## src/rtl/cpu_pkg.sv

```systemverilog
// Shared CPU definitions: instruction-cache field widths, FSM state encoding
// and a helper that extracts one 32-bit word from a cache block.
package cpu_pkg;

  localparam int OFFSET_BITS   = 2;
  localparam int INDEX_BITS    = 3;
  localparam int TAG_BITS      = 3;
  localparam int NUM_BLOCKS    = 8;
  localparam int BLOCK_BITS    = 128;
  localparam int WORD_BITS     = 32;
  localparam int MEM_ADDR_BITS = 6;

  typedef enum logic [1:0] {
    IC_IDLE     = 2'd0,
    IC_MEM_READ = 2'd1,
    IC_UPDATE   = 2'd2
  } ic_state_t;

  // Word 0 lives in bits [31:0] of the block.
  function automatic logic [WORD_BITS-1:0] select_word(
    input logic [BLOCK_BITS-1:0]  blk,
    input logic [OFFSET_BITS-1:0] offset
  );
    return blk[{offset, 5'd0} +: WORD_BITS];
  endfunction

endpackage

```

## src/rtl/icache_direct_mapped_if.sv

```systemverilog
// Block-read bus between the instruction cache and instruction memory.
interface icache_direct_mapped_if;
  import cpu_pkg::*;

  logic [MEM_ADDR_BITS-1:0] MEM_ADDRESS;
  logic                     MEM_READ;
  logic [BLOCK_BITS-1:0]    MEM_READDATA;
  logic                     MEM_BUSYWAIT;

  modport master (
    output MEM_ADDRESS,
    output MEM_READ,
    input  MEM_READDATA,
    input  MEM_BUSYWAIT
  );

  modport slave (
    input  MEM_ADDRESS,
    input  MEM_READ,
    output MEM_READDATA,
    output MEM_BUSYWAIT
  );

endinterface

```

## src/rtl/icache_ctrl_fsm.sv

```systemverilog
// Miss-handling controller: IDLE -> MEM_READ -> UPDATE. Latches the missing
// block address when leaving IDLE so a (protocol-violating) PC change during
// the miss cannot redirect the fill.
module icache_ctrl_fsm
  import cpu_pkg::*;
(
  input  logic                     clk,
  input  logic                     reset,
  input  logic                     hit,
  input  logic [TAG_BITS-1:0]      req_tag,
  input  logic [INDEX_BITS-1:0]    req_index,
  input  logic                     mem_busywait,
  output logic                     mem_read,
  output logic [MEM_ADDR_BITS-1:0] mem_address,
  output logic                     busywait,
  output logic                     capture,
  output logic                     line_write
);

  ic_state_t                state;
  ic_state_t                next_state;
  logic [MEM_ADDR_BITS-1:0] fetch_addr;
  logic                     load_addr;

  // State register and latched block address; reset abandons any fetch.
  always_ff @(posedge clk) begin
    if (reset) begin
      state      <= IC_IDLE;
      fetch_addr <= {MEM_ADDR_BITS{1'b0}};
    end else begin
      state <= next_state;
      if (load_addr) begin
        fetch_addr <= {req_tag, req_index};
      end else begin
        fetch_addr <= fetch_addr;
      end
    end
  end

  // Next-state and handshake decode; BUSYWAIT is forced low during reset.
  always_comb begin
    next_state = state;
    load_addr  = 1'b0;
    mem_read   = 1'b0;
    busywait   = 1'b0;
    capture    = 1'b0;
    line_write = 1'b0;
    case (state)
      IC_IDLE: begin
        busywait = !hit && !reset;
        if (!hit && !reset) begin
          next_state = IC_MEM_READ;
          load_addr  = 1'b1;
        end else begin
          next_state = IC_IDLE;
        end
      end
      IC_MEM_READ: begin
        mem_read = 1'b1;
        busywait = !reset;
        if (!mem_busywait) begin
          capture    = 1'b1;
          next_state = IC_UPDATE;
        end else begin
          next_state = IC_MEM_READ;
        end
      end
      IC_UPDATE: begin
        busywait   = !reset;
        line_write = !reset;
        next_state = IC_IDLE;
      end
      default: begin
        next_state = IC_IDLE;
      end
    endcase
  end

  assign mem_address = fetch_addr;

endmodule

```

## src/rtl/icache_direct_mapped.sv

```systemverilog
// Direct-mapped, read-only instruction cache: 8 lines of 128-bit blocks over a
// 10-bit byte-address space. Hits return the word combinationally; misses
// stall the PC through BUSYWAIT while the controller fetches the block.
module icache_direct_mapped
  import cpu_pkg::*;
(
  input  logic                  CLK,
  input  logic                  RESET,
  input  logic [31:0]           PC,
  output logic [WORD_BITS-1:0]  INSTRUCTION,
  output logic                  BUSYWAIT,
  icache_direct_mapped_if.master mem
);

  logic [BLOCK_BITS-1:0]  data_array [NUM_BLOCKS];
  logic [TAG_BITS-1:0]    tag_array  [NUM_BLOCKS];
  logic [NUM_BLOCKS-1:0]  valid;
  logic [BLOCK_BITS-1:0]  fill_data;

  logic [OFFSET_BITS-1:0] offset;
  logic [INDEX_BITS-1:0]  index;
  logic [TAG_BITS-1:0]    tag;
  logic                   hit;
  logic                   capture;
  logic                   line_write;
  logic [INDEX_BITS-1:0]  fill_index;
  logic [TAG_BITS-1:0]    fill_tag;

  // Upper PC bits alias onto the 1 KiB space by design.
  logic unused_pc_bits;
  assign unused_pc_bits = ^{PC[31:10], PC[1:0]};

  assign offset = PC[3:2];
  assign index  = PC[6:4];
  assign tag    = PC[9:7];

  assign hit        = valid[index] && (tag_array[index] == tag);
  assign fill_index = mem.MEM_ADDRESS[INDEX_BITS-1:0];
  assign fill_tag   = mem.MEM_ADDRESS[MEM_ADDR_BITS-1:INDEX_BITS];

  icache_ctrl_fsm u_fsm (
    .clk          (CLK),
    .reset        (RESET),
    .hit          (hit),
    .req_tag      (tag),
    .req_index    (index),
    .mem_busywait (mem.MEM_BUSYWAIT),
    .mem_read     (mem.MEM_READ),
    .mem_address  (mem.MEM_ADDRESS),
    .busywait     (BUSYWAIT),
    .capture      (capture),
    .line_write   (line_write)
  );

  // Hold the returned block for one cycle before committing it to the line.
  always_ff @(posedge CLK) begin
    if (capture && !RESET) begin
      fill_data <= mem.MEM_READDATA;
    end else begin
      fill_data <= fill_data;
    end
  end

  // Valid bits: cleared on reset, set when a fill commits.
  always_ff @(posedge CLK) begin
    if (RESET) begin
      valid <= {NUM_BLOCKS{1'b0}};
    end else if (line_write) begin
      valid[fill_index] <= 1'b1;
    end else begin
      valid <= valid;
    end
  end

  // Data and tag arrays: a fill replaces the line unconditionally.
  always_ff @(posedge CLK) begin
    if (line_write && !RESET) begin
      data_array[fill_index] <= fill_data;
      tag_array[fill_index]  <= fill_tag;
    end
  end

  // Word select on hit; zero otherwise.
  always_comb begin
    INSTRUCTION = 32'h0000_0000;
    if (hit) begin
      INSTRUCTION = select_word(data_array[index], offset);
    end else begin
      INSTRUCTION = 32'h0000_0000;
    end
  end

endmodule

```

## src/flat_wrapper.sv

```systemverilog
// flat-port wrapper written by rule: the top's interface ports become plain ports
module icache_direct_mapped_flat import cpu_pkg::*;
  (CLK, RESET, PC, INSTRUCTION, BUSYWAIT, mem_MEM_ADDRESS, mem_MEM_READ, mem_MEM_READDATA, mem_MEM_BUSYWAIT);
  icache_direct_mapped_if mem_i ();
  input  logic CLK;
  input  logic RESET;
  input  logic [31:0] PC;
  output logic [WORD_BITS-1:0] INSTRUCTION;
  output logic BUSYWAIT;
  output wire logic [$bits(mem_i.MEM_ADDRESS)-1:0] mem_MEM_ADDRESS;
  output wire logic [$bits(mem_i.MEM_READ)-1:0] mem_MEM_READ;
  input wire logic [$bits(mem_i.MEM_READDATA)-1:0] mem_MEM_READDATA;
  input wire logic [$bits(mem_i.MEM_BUSYWAIT)-1:0] mem_MEM_BUSYWAIT;
  assign mem_MEM_ADDRESS = mem_i.MEM_ADDRESS;
  assign mem_MEM_READ = mem_i.MEM_READ;
  assign mem_i.MEM_READDATA = mem_MEM_READDATA;
  assign mem_i.MEM_BUSYWAIT = mem_MEM_BUSYWAIT;
  icache_direct_mapped u_core (.CLK(CLK), .RESET(RESET), .PC(PC), .INSTRUCTION(INSTRUCTION), .BUSYWAIT(BUSYWAIT), .mem(mem_i));
endmodule
```

## config.mk

```make
export PLATFORM = sky130hd
export DESIGN_NAME = icache_direct_mapped_flat
export DESIGN_NICKNAME = d
export VERILOG_FILES = /design/src/rtl/cpu_pkg.sv /design/src/rtl/icache_direct_mapped_if.sv /design/src/rtl/icache_ctrl_fsm.sv /design/src/rtl/icache_direct_mapped.sv /design/src/flat_wrapper.sv
export SDC_FILE = /design/constraint.sdc
export NUM_CORES = 1
export LEC_CHECK = 0
export CAP_MARGIN = 20
export CORE_MARGIN = 8
export CORE_UTILIZATION = 40
export DETAILED_ROUTE_END_ITERATION = 12
export GPL_ROUTABILITY_DRIVEN = 0
export PLACE_DENSITY = 0.58
export SLEW_MARGIN = 20
export SYNTH_ARGS = -nofsm -noshare
export SYNTH_HDL_FRONTEND = slang
export SYNTH_SLANG_ARGS = --single-unit
```

## constraint.sdc

```tcl
create_clock -name CLK -period 29.7 [get_ports CLK]
set_clock_uncertainty 0.2 [all_clocks]
set_input_delay 2.97 -clock CLK [delete_from_list [all_inputs] [get_ports CLK]]
set_output_delay 2.97 -clock CLK [all_outputs]
set_load 0.02 [all_outputs]
```

[Word-level counts from Yosys, hierarchy flattened]
Memory sizes are Yosys's and may differ from the RTL's.
Cells that the tools add are included.
Cells by class
  order comparisons: 3
  eq/ne operators: 3
  shift-type cells: 1
  mux-type cells: 17
  bitwise gates (word level): 1
  reductions and logical operators: 9
Operator list (number)
  $shiftx 128x8->32: 1
  $mux 32: 1
  $mux 1: 11
  $lt 3x4->1 const B: 2
  $or 8x8->8: 1
  $logic_and 1x1->1: 5
  $pmux 2 s2: 1
  $bmux 1 s3: 1
  $demux 1 s3: 1
  $eq 3x3->1: 1
  $ge 3x1->1 const B: 1
  $eq 2x1->1 const B: 1
  $eq 2x2->1 const B: 1
  $logic_not 1->1: 2
  $logic_not 2->1: 1
  $mux 2: 1
  $pmux 1 s2: 1
  $reduce_or 2->1: 1
Storage, ports and cells
  register bits: 144
  memory bits (writable): 1048
  input port bits: 163
  output and inout bits: 40
  logic and storage cells: 40
  memories kept: 2
Memories
  u_core.data_array: depth 8, width 128, read ports 1, clocked after memory_dff 0, wr ports 1, line icache_direct_mapped.sv:15  | logic [BLOCK_BITS-1:0] data_array [NUM_BLOCKS];
  u_core.tag_array: depth 8, width 3, read ports 1, clocked after memory_dff 0, wr ports 1, line icache_direct_mapped.sv:16  | logic [TAG_BITS-1:0] tag_array [NUM_BLOCKS];

[Depth between registers and ports, before layout]
  word-level depth: 7
  gate-level depth with buffers: 8
  mapped depth without buffers: 6

[By module]
A second synthesis with hierarchy kept.
Unflattened totals
  cells, all modules: 1886
  area total of the unflattened synthesis: 44814.2 sq um
Modules (own cells, without submodules)
  icache_direct_mapped: times used 1, cells an instance 1844, area each 44401.3 sq um, seq. area each 35474.0 sq um
  icache_ctrl_fsm: times used 1, cells an instance 42, area each 412.9 sq um, seq. area each 160.2 sq um

[Worst setup path before layout]
Ideal clock, no wire load.
  kind: input -> register
  start: in RESET
  end: reg u_core.fill_data[0] (enable)
  setup time: 0.798 ns
  arrival: 12.476 ns
  required time: 28.702 ns
  slack: 16.225 ns
  cell stages on the path: 2
  buffers on the path: 1
  cells stage by stage: clkbuf_1 nor3b_1
Between the ends
  word-level cells in the longest chain between the ends: 2
RTL lines
  start: declaration: line flat_wrapper.sv:6  | input logic RESET;
  $logic_not 1->1: line icache_direct_mapped.sv:57  | if (capture && !RESET) begin
  $logic_and 1x1->1: line icache_direct_mapped.sv:57
  end signal: assignment: line icache_direct_mapped.sv:58  | fill_data <= mem.MEM_READDATA;
  end signal: assignment: line icache_direct_mapped.sv:60  | fill_data <= fill_data;
  end: declaration: line icache_direct_mapped.sv:18  | logic [BLOCK_BITS-1:0] fill_data;
Every way passes these cells.
A chain may end at the register's enable or synchronous reset.

[Worst setup path after layout]
  start: in PC[4]
  end: out INSTRUCTION[0]
Between the ends
  word-level cells in the longest chain between the ends: 4
  elaborated cells between the ends (all ways): 8
  classes of those cells: eq/ne (1); shift (1); mux (3); reduce/logical (1); memory (2)
RTL lines
  start: declaration: line flat_wrapper.sv:7  | input logic [31:0] PC;
  branches (longest 3 deep; another with $mem_v2 8x128)
  $mux 32 *: line icache_direct_mapped.sv:86  | if (hit) begin
  end: declaration: line flat_wrapper.sv:8  | output logic [WORD_BITS-1:0] INSTRUCTION;
Every way passes the cells marked *. The select of a mux whose other input is x is not followed.

==> flow_metrics.tcl <==
set metrics [dict create \
    status "finished, final reports clean" \
    ys_top_cells_by_area "edfxtp_1, mux4_2, mux2i_1, dfxtp_1, a211o_1" \
    hold_buffers 0 \
    cts_tree "yes" \
    drtIter0Drc 1858 \
    finalPower_mw 3.387 \
    layout_setup_ws_ns 18.16 \
    syn_nets 2011 \
    place_ws_ns 17.90 \
    clock_sinks 1192 \
    cts_buffers 117 \
    grt_start_max_net_pins 122 \
    yosys-top-cells-count "edfxtp_1, mux4_2, nand2_1" \
    clk_latency_ns 0.69 \
    rows 122 \
    antenna_found_initial 3 \
    postRouteAntennaNets 0 \
    clkTransAtPathRegs_ns 0.06 \
    tns_ns 0 \
    totalWireLength_um 101800 \
    slew_headroom 0.2063 \
    ys_seq_elements 1192 \
    max-cap-violations 0 \
    final.min_clock_period_ns 11.54 \
    holdWs_ns 0.2552 \
    required_ns 26.53 \
    hold_viol_final 0 \
    fin_util 0.4677 \
    grt_overflow 0 \
    dp.cells 3442 \
    critical_path_class "input port to output port" \
    io_pins 203 \
    synth_top_family_by_area "multiplexers" \
    drt-vias-per-instance 5.370 \
    synth_compound_gate_area_share 0.01939 \
    post-route-drc-count 0 \
    numPortBuffers 178 \
    setup-violations-final 0 \
    yosys.area_share.simple 0.01107 \
    pwr_density_cell_nw_per_um2 65.44 \
    vias 19639 \
    layout-drive-gt1-share 0.2408 \
    fin_crit_sh 0.3884 \
    rsz0062_at_grt "false" \
    max_slew.worst_pin.slew_ns 1.191 \
    ys_async_sr_fraction 0 \
    synth_edf_count 1176 \
    postPlaceCellArea_um2 48190 \
    seqPwrFrac 0.549 \
    ys_seq_area_frac 0.7978 \
    dr.pass1.iters 5 \
    h-tree-depth 3 \
    syn_area_um2 44660 \
    post-cts-setup-buffers 0 \
    cts_buffer_depth 3 \
    endpoint_kind "output port" \
    yosysUniqueCellTypes 31 \
    synth_xor_area_frac 0.0005883 \
    syn_area_per_cell_um2 24.22 \
    syn_to_final_growth_pct 15.89 \
    clock_power_share 0.409 \
    slew_viol_final 0 \
    yosysWarnings 0 \
    p_leak_nw 15.99 \
    cts_resized 0 \
    start_util 0.4036 \
    yosysTopAreaCell "edfxtp_1" \
    fp.coreArea_um2 110700 \
    grt_usage 0.1638 \
    synthAdderAreaFrac 0.001121 \
    ys_dominant_reg_cell "edfxtp_1" \
    finalNonFillerCells 3657 \
    swShare 0.2037 \
    hold_class "flop to flop" \
    ir_drop_uv 50.44 \
    die_x_um 350.2 \
    p_comb_frac 0.042 \
    power.internal_mw 2.697 \
    final_area_um2 51760 \
    startpoint_type "input port" \
    fp.dieArea_um2 122600 \
    grt_pass1_vias 20632 \
    synth_top_area_share 0.7907 \
    nNetsFinal 2240 \
    yosysMostFrequentCell "edfxtp_1" \
    wl_per_cell_um 27.83 \
    cp.arrival_ns 8.37 \
    dp_hpwl_um 55510 \
    die_height_um 350.2 \
    muxShareOfSynthArea 0.1589 \
    critPathMaxFanout 109 \
    synthCells 1844 \
    grt_pass1_wl_um 146100 \
    max_freq_ghz 0.08669 \
    power.switching_mw 0.6900 \
    clockRootBuffer "clkbuf_16" \
]
[layout make-up]
cell class	instances	area (µm²)
timing repair buffer	206	2076
tap	1488	1862
clock inverter	65	479.2
clock buffer	149	3090
multi-input combinational	552	8601
inverter	4	15.01
fill	8959	58910
sequential	1192	35630
antenna	1	2.502
[state kept, by name, summed over array words and instances, names as in the netlist]
register and count:
u_core.tag_array 24, u_core.valid 8, u_core.u_fsm.mem_address 6, u_core.data_array 1024
u_core.u_fsm.state 2, u_core.fill_data 128
[power groups by stage]
stage / clock network, mW / logic (mW) / registers [mW]
6_report: 1.39 / 0.142 / 1.86
4_1_cts: 1.42 / 0.146 / 1.86
3_5_place_dp: 0 / 0.146 / 1.89
2_1_floorplan: 0 / 0.0848 / 1.89
3_3_place_gp: 0 / 0.145 / 1.89
5_1_grt: 1.48 / 0.152 / 1.86
[final timing paths]
path	startpoint	end	slack [ns]	cells past startpoint
worst max register to register	u_core.u_fsm.state[0]$_SDFF_PP0_	u_core.data_array[2][20]$_DFFE_PP_	26.43	6
worst min-delay path	u_core.valid[6]$_SDFFE_PP0P_	u_core.valid[6]$_SDFFE_PP0P_	0.26	1
worst min register to register	u_core.valid[6]$_SDFFE_PP0P_	u_core.valid[6]$_SDFFE_PP0P_	0.26	1
worst max-delay path	PC[4]	INSTRUCTION[0]	18.16	9
[cells by family after synthesis]
kind of cell               Yosys count
AOI/OAI and AO/OA                  103
xor gates and xnor gates             3
adders and majority gates            4
buffers and inverters              100
DFF                               1192
muxes                              340
and+or+nand+nor                    102
[layer usage]
layer / vias up / global-route usage / wire length (µm)
li1: 8336 / - / -
met1: 10630 / 0.2248 / 43700
met2: 527 / 0.2655 / 49330
met3: 142 / 0.04043 / 6614
met4: 4 / 0.03860 / 2085
met5: - / 0 / 21
[cells in the final DEF (no fill, tap or decap), types with 9 or more instances in the layout]
cell type,instances
clkbuf_1,30
nor2_1,9
edfxtp_1,1176
clkdlybuf4s50_1,173
a21oi_2,30
mux2i_1,44
clkinv_2,19
mux4_2,295
a211o_1,32
a211oi_1,32
buf_4,24
dfxtp_1,16
clkbuf_16,119
nor2b_1,32
nand2_1,45
clkinv_1,33
[worst max-delay path, stage by stage]
cell             delay, ns
buf_8                 0.52
buf_12                0.71
buf_4                 0.89
buf_4                 0.88
mux4_2                0.61
mux4_2                0.57
nand2_1               0.11
a21oi_1               0.21
clkdlybuf4s50_1       0.64
No activity file was read; power rests on OpenSTA's default activity.
==> RTL change 1 (same settings) <==
The 3 states of `ic_state_t` get a one-hot encoding in 3 bits.
--- a/src/rtl/cpu_pkg.sv
+++ b/src/rtl/cpu_pkg.sv
@@ -10,10 +10,10 @@
   localparam int WORD_BITS     = 32;
   localparam int MEM_ADDR_BITS = 6;
 
-  typedef enum logic [1:0] {
-    IC_IDLE     = 2'd0,
-    IC_MEM_READ = 2'd1,
-    IC_UPDATE   = 2'd2
+  typedef enum logic [2:0] {
+    IC_IDLE     = 3'b001,
+    IC_MEM_READ = 3'b010,
+    IC_UPDATE   = 3'b100
   } ic_state_t;
 
   // Word 0 lives in bits [31:0] of the block.
Behaviour: same outputs for any inputs over 4 cycles, from zero or initial values and one cycle with RESET high; so few cycles prove little.
==> RTL change 1 against the original RTL <==
Total power grew 0.57%. Largest power group unchanged. Sequential share of layout area about the same. Core utilization increased by 0.11 points. Setup slack better by 0.82 ns. Sequential cell count increased by 1. Area after synthesis down 0.39%. Global-route usage decreased by 0.38 points. Critical path type unchanged. Cell area increased by 0.10%. Routed wire length down 2.9%.
==> RTL change 1: results <==
group,metric,value,unit
power_and_ir_drop,power.density,65.7,nW/um2
synthesis,synth_adder_area_share,0,%
clock_tree,cts_resized,0,
layout,fillerInstances,9074,
global_route,antenna_found_initial,3,
critical_path,reg2reg_from,"u_core.u_fsm.state[0]",
global_route,gr-usage-met1,22.7,%
route,wirelength,98800,um
global_route,grtUsageMet3,2.89,%
placement,dp_hpwl,51700,um
power_and_ir_drop,powerClk,1430,uW
synthesis,synth.avg_cell_area,24.0,um2
synthesis,muxShareOfSynthArea,15.9,%
synthesis,synth.distinct_cells,27,
global_route,use_met2,26.0,%
route,met3_wirelength,4820,um
global_route,grt_pass1_wl,145000,um
synthesis,synth_common_cells,"edfxtp_1 (1,176), mux4_2 (295), a211oi_1 (64)",
route,met1_length,44400,um
layout,drive_gt1_share,23.2,%
global_route,grt_max_degree,133,
synthesis,synth_compound_area_share,1.49,%
route,route.met2.wl,48100,um
hold_path,hold_start,"u_core.valid[3]",
clock_tree,numCtsBuffers,117,
critical_path,crit_path_start_kind,"input port",
layout,fin_nets,2246,
critical_path,r2r_slack,25.90,ns
critical_path,rr_worst_depth,6,
placement,place_inst,3452,
layout,stdcell_count,3674,
timing,whs,0.274,ns
route,drt_iter0_markers,1673,
critical_path,timing.rr.end,"u_core.data_array[2][96]",
synthesis,ys_seq_area_share,80.1,%
status,status,"completed",
global_route,grt_pass1_vias,21200,
synthesis,synth.area.top_cells,"edfxtp_1 (79%), mux4_2 (15%), a211oi_1 (1.1%)",
power_and_ir_drop,ir_drop,0.0458,mV
power_and_ir_drop,comb_power_share,3.9,%
route,vias_per_cell,5.36,
placement,placed_area,48100,um2
global_route,grt_usage,16.0,%
synthesis,synth-xor-area-share,0.0591,%
hold_path,min_to,"u_core.valid[3]",
power_and_ir_drop,switching_share,20.1,%
critical_path,cpPeakStageDelay,0.88,ns
timing,max_slew.worst_pin.slew,1.04,ns
critical_path,cp_max_fo,108,
hold_path,hold_path_depth,2,
power_and_ir_drop,p_leak,0.0159,uW
placement,dp_slack,18.77,ns
synthesis,syn_nets,2015,
hold_path,hold_class,"reg -> reg",
RTL change 1: changes by cell type after synthesis, moves of 14 or more:
cell	before	now
a211o_1	32	0
a211oi_1	32	64
a21oi_1	2	32
a21oi_2	30	0
nand2_1	45	2
nand2b_1	2	16
nor2_1	15	58
RTL change 1: final cells by class:
cell class                 instances  area (um2)  area share (%)
sequential                      1193       35700            68.8
multi-input combinational        561        8460            16.3
clock buffer                     143        3050            5.88
timing repair buffer             209        2100            4.05
tap                             1488        1860            3.59
clock inverter                    78         686            1.32
inverter                           1        3.75         0.00724
antenna                            1        2.50         0.00483
RTL change 1: worst max-delay path by stage:
stage,start,end,slack [ns],cells past startpoint
floorplan,RESET,u_core.fill_data[0],16.03,3
global placement,PC[4],INSTRUCTION[3],18.78,10
detailed placement,PC[4],INSTRUCTION[3],18.77,10
CTS,PC[4],INSTRUCTION[3],18.76,10
global route,PC[4],INSTRUCTION[0],18.52,10
finish,PC[4],INSTRUCTION[3],18.98,10
==> RTL change 2 (same flow settings) <==
Made on the original files. The package constant `WORD_BITS` goes from 32 to 48.
--- a/src/rtl/cpu_pkg.sv
+++ b/src/rtl/cpu_pkg.sv
@@ -7,7 +7,7 @@
   localparam int TAG_BITS      = 3;
   localparam int NUM_BLOCKS    = 8;
   localparam int BLOCK_BITS    = 128;
-  localparam int WORD_BITS     = 32;
+  localparam int WORD_BITS     = 48;
   localparam int MEM_ADDR_BITS = 6;
 
   typedef enum logic [1:0] {
Ports: changed (resized INSTRUCTION); port bits go from 203 to 219. No check against the original RTL was run, so the function may have changed too.
==> RTL change 2 against the original RTL <==
Sequential share of layout area is 0.78 points lower. Highest routed layer is now met4. Setup slack better by 0.44 ns. Area after synthesis is 0.25% higher. Sequential cell count stayed put. Total power is 2.7% higher. Critical endpoint is now INSTRUCTION[19]. Routed wire length is 0.65% lower. Cell area is 1.1% higher. Register-to-register slack worse by 0.76 ns.
==> RTL change 2: results <==
group,metric,value,unit
layout,num-nonclk-buffers,228,
power_and_ir_drop,p_leak,0.0164,uW
global_route,grt_max_degree,139,
power_and_ir_drop,power.density,66.5,nW/um2
layout,n_all_inverters,5,
power_and_ir_drop,ir_drop,0.0495,mV
global_route,grt_pass1_vias,21400,
synthesis,synth_common_cells,"edfxtp_1 (1,176), mux4_2 (281), mux2i_1 (96)",
placement,io_buffers,194,
synthesis,synth.distinct_cells,33,
power_and_ir_drop,power_frac_seq,53.4,%
status,status,"completed",
layout,multi_input_cells,615,
route,topRoutingLayerUsed,"met4",
critical_path,crit_end,"INSTRUCTION[19]",
layout,multi_input_area_share,16.6,%
placement,dp_slack,17.85,ns
synthesis,synth.area.top_cells,"edfxtp_1 (79%), mux4_2 (14%), mux2i_1 (2.1%)",
layout,stdcell_count,3750,
critical_path,cpPeakStageDelay,0.92,ns
layout,antennaDiodeCount,4,
timing,min_period,11.10,ns
layout,nonClkBufAreaFrac,4.37,%
layout,fillerInstances,9039,
critical_path,timing.rr.end,"u_core.data_array[5][18]",
layout,clkCellAreaFrac,7.39,%
timing,max-slew-margin-rel,31.0,%
placement,dp_hpwl,54000,um
synthesis,ys_seq_area_share,79.6,%
layout,nClkBuffers,147,
## RTL change 2: cells by family (layout without fill, tap and decap cells)
logic type | Yosys count | after routing | synth area share [%]
other | 0 | 4 | 0
XOR/XNOR | 3 | 3 | 0.0587
flip-flops | 1192 | 1192 | 79.6
AO/OA/AOI/OAI | 85 | 85 | 1.21
multiplexers | 392 | 392 | 16.7
AND/OR/NAND/NOR | 131 | 131 | 1.18
adder cells (fa/ha/maj) | 4 | 4 | 0.112
buffers and inverters | 102 | 451 | 1.19
## RTL change 2: worst min path at each step
stage,startpoint,endpoint,slack [ns],cells after the start
CTS,u_core.valid[6],u_core.valid[6],0.25,1
detailed placement,u_core.valid[6],u_core.valid[6],0.24,1
floorplan,u_core.valid[2],u_core.valid[2],0.22,1
global placement,u_core.valid[2],u_core.valid[2],0.23,1
global route,u_core.valid[4],u_core.valid[4],0.28,1
finish,u_core.valid[6],u_core.valid[6],0.25,1
